**src/rtl/rom4001_bus.sv**
```systemverilog
// rom4001_bus: one MCS-4 program ROM (256x8) on the shared 4-bit bus, plus its 4-bit I/O port.
// Latency: instruction nibbles are driven from the edge entering M1/M2; RDR data from the edge entering X2.
// Backpressure: none; the bus is strictly phase-timed and a sync pulse resynchronises from any phase.
//
// Ports:
//   clk, rst_n            one clock per bus phase; asynchronous active-low reset
//   sync_i                CPU sync (high during X3), next phase is A1
//   cm_rom_i              ROM command line (A3 page select, M2 I/O op, X2 SRC)
//   d_i                   resolved bus value (includes this chip's own drive)
//   d_o, d_oe             registered bus drive nibble and enable
//   cyc_o, cyc_vld_o      current phase (A1=0 .. X3=7) and tracker-locked flag
//   io_in, io_out         I/O port pins (read by RDR) and port latch (written by WRR)
//   prog_we/addr/data     array load path, usable in any phase
module rom4001_bus #(
  parameter logic [3:0] CHIP_ID   = 4'd0,
  parameter             INIT_FILE = ""
) (
  input  logic       clk,
  input  logic       rst_n,
  input  logic       sync_i,
  input  logic       cm_rom_i,
  input  logic [3:0] d_i,
  output logic [3:0] d_o,
  output logic       d_oe,
  output logic [2:0] cyc_o,
  output logic       cyc_vld_o,
  input  logic [3:0] io_in,
  output logic [3:0] io_out,
  input  logic       prog_we,
  input  logic [7:0] prog_addr,
  input  logic [7:0] prog_data
);

  // Bus phases of the 8-clock instruction cycle.
  localparam logic [2:0] PH_A1 = 3'd0;
  localparam logic [2:0] PH_A2 = 3'd1;
  localparam logic [2:0] PH_A3 = 3'd2;
  localparam logic [2:0] PH_M1 = 3'd3;
  localparam logic [2:0] PH_M2 = 3'd4;
  localparam logic [2:0] PH_X1 = 3'd5;
  localparam logic [2:0] PH_X2 = 3'd6;
  localparam logic [2:0] PH_X3 = 3'd7;

  // Instruction codes this chip reacts to.
  localparam logic [3:0] OPR_FIM_SRC = 4'h2;  // FIM/SRC group; SRC has opa[0]=1
  localparam logic [3:0] OPR_IORAM   = 4'hE;  // I/O and RAM group
  localparam logic [3:0] OPA_WRR     = 4'h2;
  localparam logic [3:0] OPA_RDR     = 4'hA;

  logic [2:0] r_cyc;
  logic       r_vld;
  logic [7:0] r_addr;
  logic       r_sel;
  logic [3:0] r_opr;
  logic [3:0] r_opa;
  logic       r_io_cmd;
  logic       r_io_sel;
  logic [3:0] r_io_out;
  logic [3:0] r_d_o;
  logic       r_d_oe;
  logic [7:0] r_mem [0:255];

  logic       w_adv;
  logic       w_page_hit;
  logic       w_chip_hit;
  logic [7:0] w_rom_byte;
  logic       w_src;
  logic       w_wrr;
  logic       w_rdr;

  // Phase tracker only advances once locked; a sync pulse always wins so the
  // chip follows the CPU even if it gets out of step.
  assign w_adv      = r_vld && !sync_i;
  assign w_chip_hit = (d_i == CHIP_ID);
  assign w_page_hit = cm_rom_i && w_chip_hit;
  assign w_rom_byte = r_mem[r_addr];
  assign w_src      = (r_opr == OPR_FIM_SRC) && r_opa[0];
  assign w_wrr      = (r_opr == OPR_IORAM) && (r_opa == OPA_WRR) && r_io_cmd;
  assign w_rdr      = (r_opr == OPR_IORAM) && (r_opa == OPA_RDR) && r_io_cmd;

  always_ff @(posedge clk or negedge rst_n) begin
    if (!rst_n) begin
      r_cyc <= PH_A1;
      r_vld <= 1'b0;
    end else if (sync_i) begin
      r_cyc <= PH_A1;
      r_vld <= 1'b1;
    end else if (r_vld) begin
      r_cyc <= r_cyc + 3'd1;  // X3 wraps to A1 through the 3-bit overflow
    end
  end

  // Address latch, instruction snoop and I/O port state. Every chip snoops the
  // opcode, selected or not, so SRC/WRR/RDR work regardless of the fetch page.
  always_ff @(posedge clk or negedge rst_n) begin
    if (!rst_n) begin
      r_addr   <= 8'h00;
      r_sel    <= 1'b0;
      r_opr    <= 4'h0;
      r_opa    <= 4'h0;
      r_io_cmd <= 1'b0;
      r_io_sel <= 1'b0;
      r_io_out <= 4'h0;
    end else if (r_vld) begin
      case (r_cyc)
        PH_A1: r_addr[3:0] <= d_i;
        PH_A2: r_addr[7:4] <= d_i;
        PH_A3: r_sel       <= w_page_hit;
        PH_M1: r_opr       <= d_i;
        PH_M2: begin
          r_opa    <= d_i;
          r_io_cmd <= cm_rom_i;
        end
        PH_X2: begin
          // SRC carries the chip number in X2; selection persists until the next SRC.
          if (w_src && cm_rom_i) begin
            r_io_sel <= w_chip_hit;
          end
          if (w_wrr && r_io_sel) begin
            r_io_out <= d_i;
          end
        end
        default: ;
      endcase
    end
  end

  // Bus drive is decided one phase early so it is registered on the edge
  // entering M1/M2/X2 and dropped on the edge leaving it. A resync edge never
  // drives, which abandons a partial fetch.
  always_ff @(posedge clk or negedge rst_n) begin
    if (!rst_n) begin
      r_d_o  <= 4'h0;
      r_d_oe <= 1'b0;
    end else begin
      r_d_o  <= 4'h0;
      r_d_oe <= 1'b0;
      if (w_adv) begin
        case (r_cyc)
          PH_A3: begin
            // Page select is decided on this same edge, so use the live compare.
            if (w_page_hit) begin
              r_d_o  <= w_rom_byte[7:4];
              r_d_oe <= 1'b1;
            end
          end
          PH_M1: begin
            if (r_sel) begin
              r_d_o  <= w_rom_byte[3:0];
              r_d_oe <= 1'b1;
            end
          end
          PH_X1: begin
            if (w_rdr && r_io_sel) begin
              r_d_o  <= io_in;
              r_d_oe <= 1'b1;
            end
          end
          default: ;
        endcase
      end
    end
  end

  // Program array: written from the load path in any phase; not reset.
  always_ff @(posedge clk) begin
    if (prog_we) begin
      r_mem[prog_addr] <= prog_data;
    end
  end

  assign d_o       = r_d_o;
  assign d_oe      = r_d_oe;
  assign cyc_o     = r_cyc;
  assign cyc_vld_o = r_vld;
  assign io_out    = r_io_out;

endmodule
```
**config.mk**
```make
export PLATFORM = sky130hd
export DESIGN_NAME = rom4001_bus
export DESIGN_NICKNAME = d
export VERILOG_FILES = /design/src/rtl/rom4001_bus.sv
export SDC_FILE = /design/constraint.sdc
export NUM_CORES = 2
export LEC_CHECK = 0
export ABC_AREA = 1
export BUFFER_PORTS_ARGS = -buffer_cell sky130_fd_sc_hd__buf_2
export CORE_ASPECT_RATIO = 0.9
export CORE_UTILIZATION = 55
export CTS_CLUSTER_SIZE = 12
export DETAILED_ROUTE_END_ITERATION = 6
export PLACE_DENSITY = 0.7
export SYNTH_ARGS = -nofsm -noshare
export SYNTH_HDL_FRONTEND = slang
export SYNTH_SLANG_ARGS = --single-unit
```
**constraint.sdc**
```tcl
create_clock -name clk -period 4.6 [get_ports clk]
set_input_delay 1.15 -clock clk [delete_from_list [all_inputs] [get_ports clk]]
set_output_delay 1.15 -clock clk [all_outputs]
set_load 0.03 [all_outputs]
```
# Word-level counts from Yosys, hierarchy flattened
# Memory sizes are Yosys's and may differ from the RTL's.
# Cells that the tools add are included.
# W data, S select, Z words.
# word_totals
word_cells	59
output_inout_bits	13
reg_bits	32
input_bits	29
mem_bits_rw	2048
memories	1
# classes
muxes	14
n_eq_ne	10
n_reduce_logical	21
add_sub_neg	1
# mem_list
memory	words	width	rd	rd_clocked_by_memory_dff	write_ports	line	rtl
r_mem	256	8	1	0	1	61	logic [7:0] r_mem [0:255];
# ops
cell	n
$mux W4	4
$pmux W4 S3	1
$logic_and A1 B1 Y1	10
$reduce_and A2 Y1	5
$eq A3 B3 Y1 const B	3
$eq A4 B2 Y1 const B	2
$eq A4 B4 Y1 const B	2
$eq A3 B2 Y1 const B	2
$mux W1	6
$mux W3	2
$reduce_and A3 Y1	2
$logic_not A4 Y1	1
$add A3 B1 Y3 const B	1
$eq A3 B1 Y1 const B	1
$logic_not A3 Y1	1
$pmux W1 S3	1
$reduce_bool A2 Y1	1
$logic_not A1 Y1	1

# Longest topological paths before layout
# depth
word_depth	7
mapped_depth	18
ltp_nobuf	15

# Worst setup path before layout
# OpenSTA, ideal clock, no wires.
# synth_path
kind	input to register
from	in prog_we
to	mem r_mem[162][0], enable pin
path_stages	4
required_ns	4.230
setup_ns	0.370
t_arrival_ns	2.271
setup_slack_ns	1.959
n_path_buf	2
cell_sequence	clkbuf_1 -> nand3_1 -> clkbuf_1 -> nor2_1
# synth_between
elab_chain_len	2
# synth_rtl
element	line	rtl
start, declared	29	input logic prog_we,
$mux W1	167	if (prog_we) begin
$mux W1 (not written as such)	168	r_mem[prog_addr] <= prog_data;
end, declared	61	
# No other way between the ends.

# Final worst setup path
# layout_path
from	reg r_addr[0]
to	reg r_d_o[3] (netlist: d_o[3])
# layout_between
elab_chain_len	4
elab_cells_between_ends	5
classes_between	4 x mux; 1 x memory
# layout_rtl
element	line	rtl
start, declared	52	logic [7:0] r_addr;
start signal, assigned	106	PH_A1: r_addr[3:0] <= d_i;
$mem_v2 Z256 W8 (*)	n/a	
$mux W4 (on tied branches)	148, 142	
$pmux W4 S3 (*)	139	case (r_cyc)
$mux W4 (*)	138	if (w_adv) begin
end signal, assigned	143	r_d_o <= w_rom_byte[7:4];
end signal, assigned	149	r_d_o <= w_rom_byte[3:0];
end signal, assigned	155	r_d_o <= io_in;
end, declared	59	logic [3:0] r_d_o;
# Mark *: on every way between the ends. The rest lies on a longest branch, timed or not.
# A chain may end at the register's enable or synchronous reset.

==> flow_summary.ini <==
[cells_and_area]
design.final.nets = 7075
register_area_um2 = 62300
multi_input_comb_area_um2 = 19700
postLayoutCoreUtil = 0.603
share_of_cells_above_drive_strength_1 = 0.0568
fillerInstances = 11800
synthToLayoutAreaGrowth_pct = 8.85

[logic_synthesis]
post_synth.cell_area_avg_um2 = 11.8
synth_seq_cells = 2080
synthesis.yosys.warnings = 0
synth.yosys.seq_area_share = 0.736
netlist-cell-type-count = 21
synth.cell_area_um2 = 84700
synth_nets = 7197
synth_cells = 7163

[worst_setup_path]
worst-r2r-setup-slack_ns = 1.00
crit_path_start_kind = flip-flop
crit_path_cell_trace = buf_12 > nand2_1 > nand3_1 > nand3_1 > nand3_1 > nand3_1 > nand2_1 > nand2_1 > nand3_1 > nand3_1 > nand2_1 > nand2_1 > nand3_1 > nand2_1 > inv_1
worstSetupEndpointType = flip-flop
critical_path.max_fanout = 233
worstReg2RegEnd = d_o[3]$_DFF_PN0_
regToRegStartpoint = r_addr[0]$_DFFE_PN0P_
critPathRequiredTime_ns = 5.36
setup.worst_path.end = d_o[3]$_DFF_PN0_
timing_worst_setup_path_type = reg2reg
timing.critical_path.arrival_ns = 4.36
worstRegToRegCells = 15
critical-path-top-cell-by-count = sky130_fd_sc_hd__nand3_1
cp_slowest_stage_delay_ns = 0.79
critical-path-slowest-cell = sky130_fd_sc_hd__dfrtp_4
setup.worst_path.start = r_addr[0]$_DFFE_PN0P_

[sta]
max_freq_mhz = 278
grt_setup_unrepaired = false
worstMarginPinSlew_ns = 1.33
timing.final.hold_violations = 0
share_of_the_clock_period_used_by_the_worst_path = 0.782
setup_ws_ns = 1.00
report.final.setup_viol = 0
finalSetupTns_ns = 0
clock_skew_ns = 0.0346
timing.slew.headroom = 0.116
min_period_ns = 3.60
maxSlewViolCount = 0

[clocking]
cts.sink_count = 2080
cts_tree = built
cts-root-buf = sky130_fd_sc_hd__clkbuf_16
tritoncts.num_buffers = 202
post_cts_hold_buffer_count = 0
path_clk_slew_ns = 0.06
cts-root-to-sink-buffers = 3
post_cts_buffers = 0
cts_resized = 0
clock_latency_ns = 0.83
maximum_level_of_the_cts_h_tree = 4

[detailed_routing]
drc = 1
route.antenna.remaining_nets = 0
routed_wirelength_um = 219000
vias = 55500
via_per_inst = 6.07
avgRoutedWirePerCell_um = 24.0
drt_first_pass_iters = 7
drt_first_iter_violations = 7606

[die]
effective_utilization_at_floorplan = 0.554
design.die.area_um2 = 156000
floorplan.die.width_um = 416
fp.dieH_um = 374
num_rows = 136
core_area_um2 = 153000
io_pins = 42

[power]
cellLeakagePower_nw = 32.0
finalPower_mw = 44.2
irDropWorstVdd_mv = 0.437
powerDensity_nw_per_um2 = 479

[grt]
grt_start_max_net_pins = 234
grt_antenna_before_repair = 3
globalRoute.totalOverflow = 0
globalRouteTotalUtil = 0.280
grt_pass1_vias = 52600
wire_length_of_the_first_global_routing_pass_um = 327000

[status]
failed_checks = design-rule violations
outcome = complete, but fails checks

[placed_design]
finalWeightedCongestion = 0.917
dp_hpwl_um = 125000
numPortBuffers = 41
place_worst_setup_slack_ns = 0.771

[min_path]
hp-class = in2async

[flow_run]
cap_viol_max_count = 0
cell type report:
class                           instances  area share
Sequential cell                      2080       0.676
Multi-Input combinational cell       4540       0.213
Clock buffer                          266      0.0588
Tap cell                             2001      0.0272
Timing Repair Buffer                  158      0.0179
Clock inverter                         44     0.00376
Inverter                               59     0.00277
Antenna cell                            1   0.0000272
kinds of logic after synthesis:
family,count (synthesis),share of synthesized area
flops,2080,0.736
compound gates,26,0.00155
fa+ha+maj,5,0.000739
simple gates,4509,0.230
buf+inv,543,0.0320
sequential cells by signal, summed over array words and instances, names as in the netlist:
signal and flops:
r_io_sel 1, cyc_vld_o 1, d_o 4, d_oe 1
r_io_cmd 1, r_opr 4, r_addr 8, cyc_o 3
r_opa 4, r_mem 2048, r_sel 1, io_out 4
metrics by stage:
stage               std cells  hold WS, ns  cell area [um^2]
CTS                      9148        0.373             92200
detailed placement       8838        0.468             86400
global placement         8838        0.463             86400
finish                   9149        0.387             92200
global route             9148        0.425             92200
floorplan                7163        0.453             84700
Yosys cell counts:
master                        n  area, um^2
sky130_fd_sc_hd__nand2_1   2196        8240
sky130_fd_sc_hd__edfxtp_1  2048       61500
sky130_fd_sc_hd__nand3_1   2016       10100
sky130_fd_sc_hd__nor2_1     288        1080
sky130_fd_sc_hd__buf_2      261        1310
sky130_fd_sc_hd__clkbuf_1   106         398
sky130_fd_sc_hd__buf_4       64         480
sky130_fd_sc_hd__inv_1       56         210
sky130_fd_sc_hd__buf_1       40         150
sky130_fd_sc_hd__dfrtp_1     32         801
sky130_fd_sc_hd__o21ai_0     25         125
sky130_fd_sc_hd__buf_6       12         135
sky130_fd_sc_hd__ha_1         5        62.6
sky130_fd_sc_hd__nor3_1       5        25.0
sky130_fd_sc_hd__inv_2        2        7.51
sky130_fd_sc_hd__nor4_1       2        12.5
sky130_fd_sc_hd__buf_8        1        15.0
sky130_fd_sc_hd__inv_4        1        6.26
sky130_fd_sc_hd__nand4_1      1        6.26
sky130_fd_sc_hd__o22ai_1      1        6.26
sky130_fd_sc_hd__or3b_2       1        8.76
critical path: cells and delay by family, from the launching register on:
kind	cells	cell delay, ns
buffers and inverters	2	0.67
DFF	1	0.79
and+or+nand+nor	13	1.63
power breakdown:
part	switching (mW)	internal (mW)
logic	5.97	2.14
registers	0.141	20.9
clock network	6.78	8.24
metal layers:
metal  up-vias  routed length, um  global-route usage  part of all wire
met5         -                 21                   0          0.000096
met4         4               8120               0.108             0.037
met3       452              23200              0.0540              0.11
met2      3202              99500               0.423              0.45
met1     26800              88300               0.403              0.40
li1      25100                  -                   -                 -
cells in the final DEF, fill, tap and decap left out, types with 27 or more instances in the layout:
cell type                   instances
sky130_fd_sc_hd__nand2_1         2194
sky130_fd_sc_hd__edfxtp_1        2048
sky130_fd_sc_hd__nand3_1         2016
sky130_fd_sc_hd__nor2_1           288
sky130_fd_sc_hd__clkbuf_16        207
sky130_fd_sc_hd__buf_4             78
sky130_fd_sc_hd__clkbuf_1          57
sky130_fd_sc_hd__inv_1             54
sky130_fd_sc_hd__buf_12            39
sky130_fd_sc_hd__buf_2             33
sky130_fd_sc_hd__dfrtp_1           27
worst min path at each step:
stage / start / to / slack (ns) / depth (start not counted)
after global routing: rst_n / io_out[1]$_DFFE_PN0P_ / 0.43 / 1
after floorplan: r_io_cmd$_DFFE_PN0P_ / r_io_cmd$_DFFE_PN0P_ / 0.45 / 2
final: rst_n / io_out[1]$_DFFE_PN0P_ / 0.39 / 1
after CTS: rst_n / io_out[0]$_DFFE_PN0P_ / 0.37 / 1
after global placement: io_out[3]$_DFFE_PN0P_ / io_out[3]$_DFFE_PN0P_ / 0.46 / 2
after detailed placement: io_out[0]$_DFFE_PN0P_ / io_out[0]$_DFFE_PN0P_ / 0.47 / 2
Power figures use the tool's default switching activity.
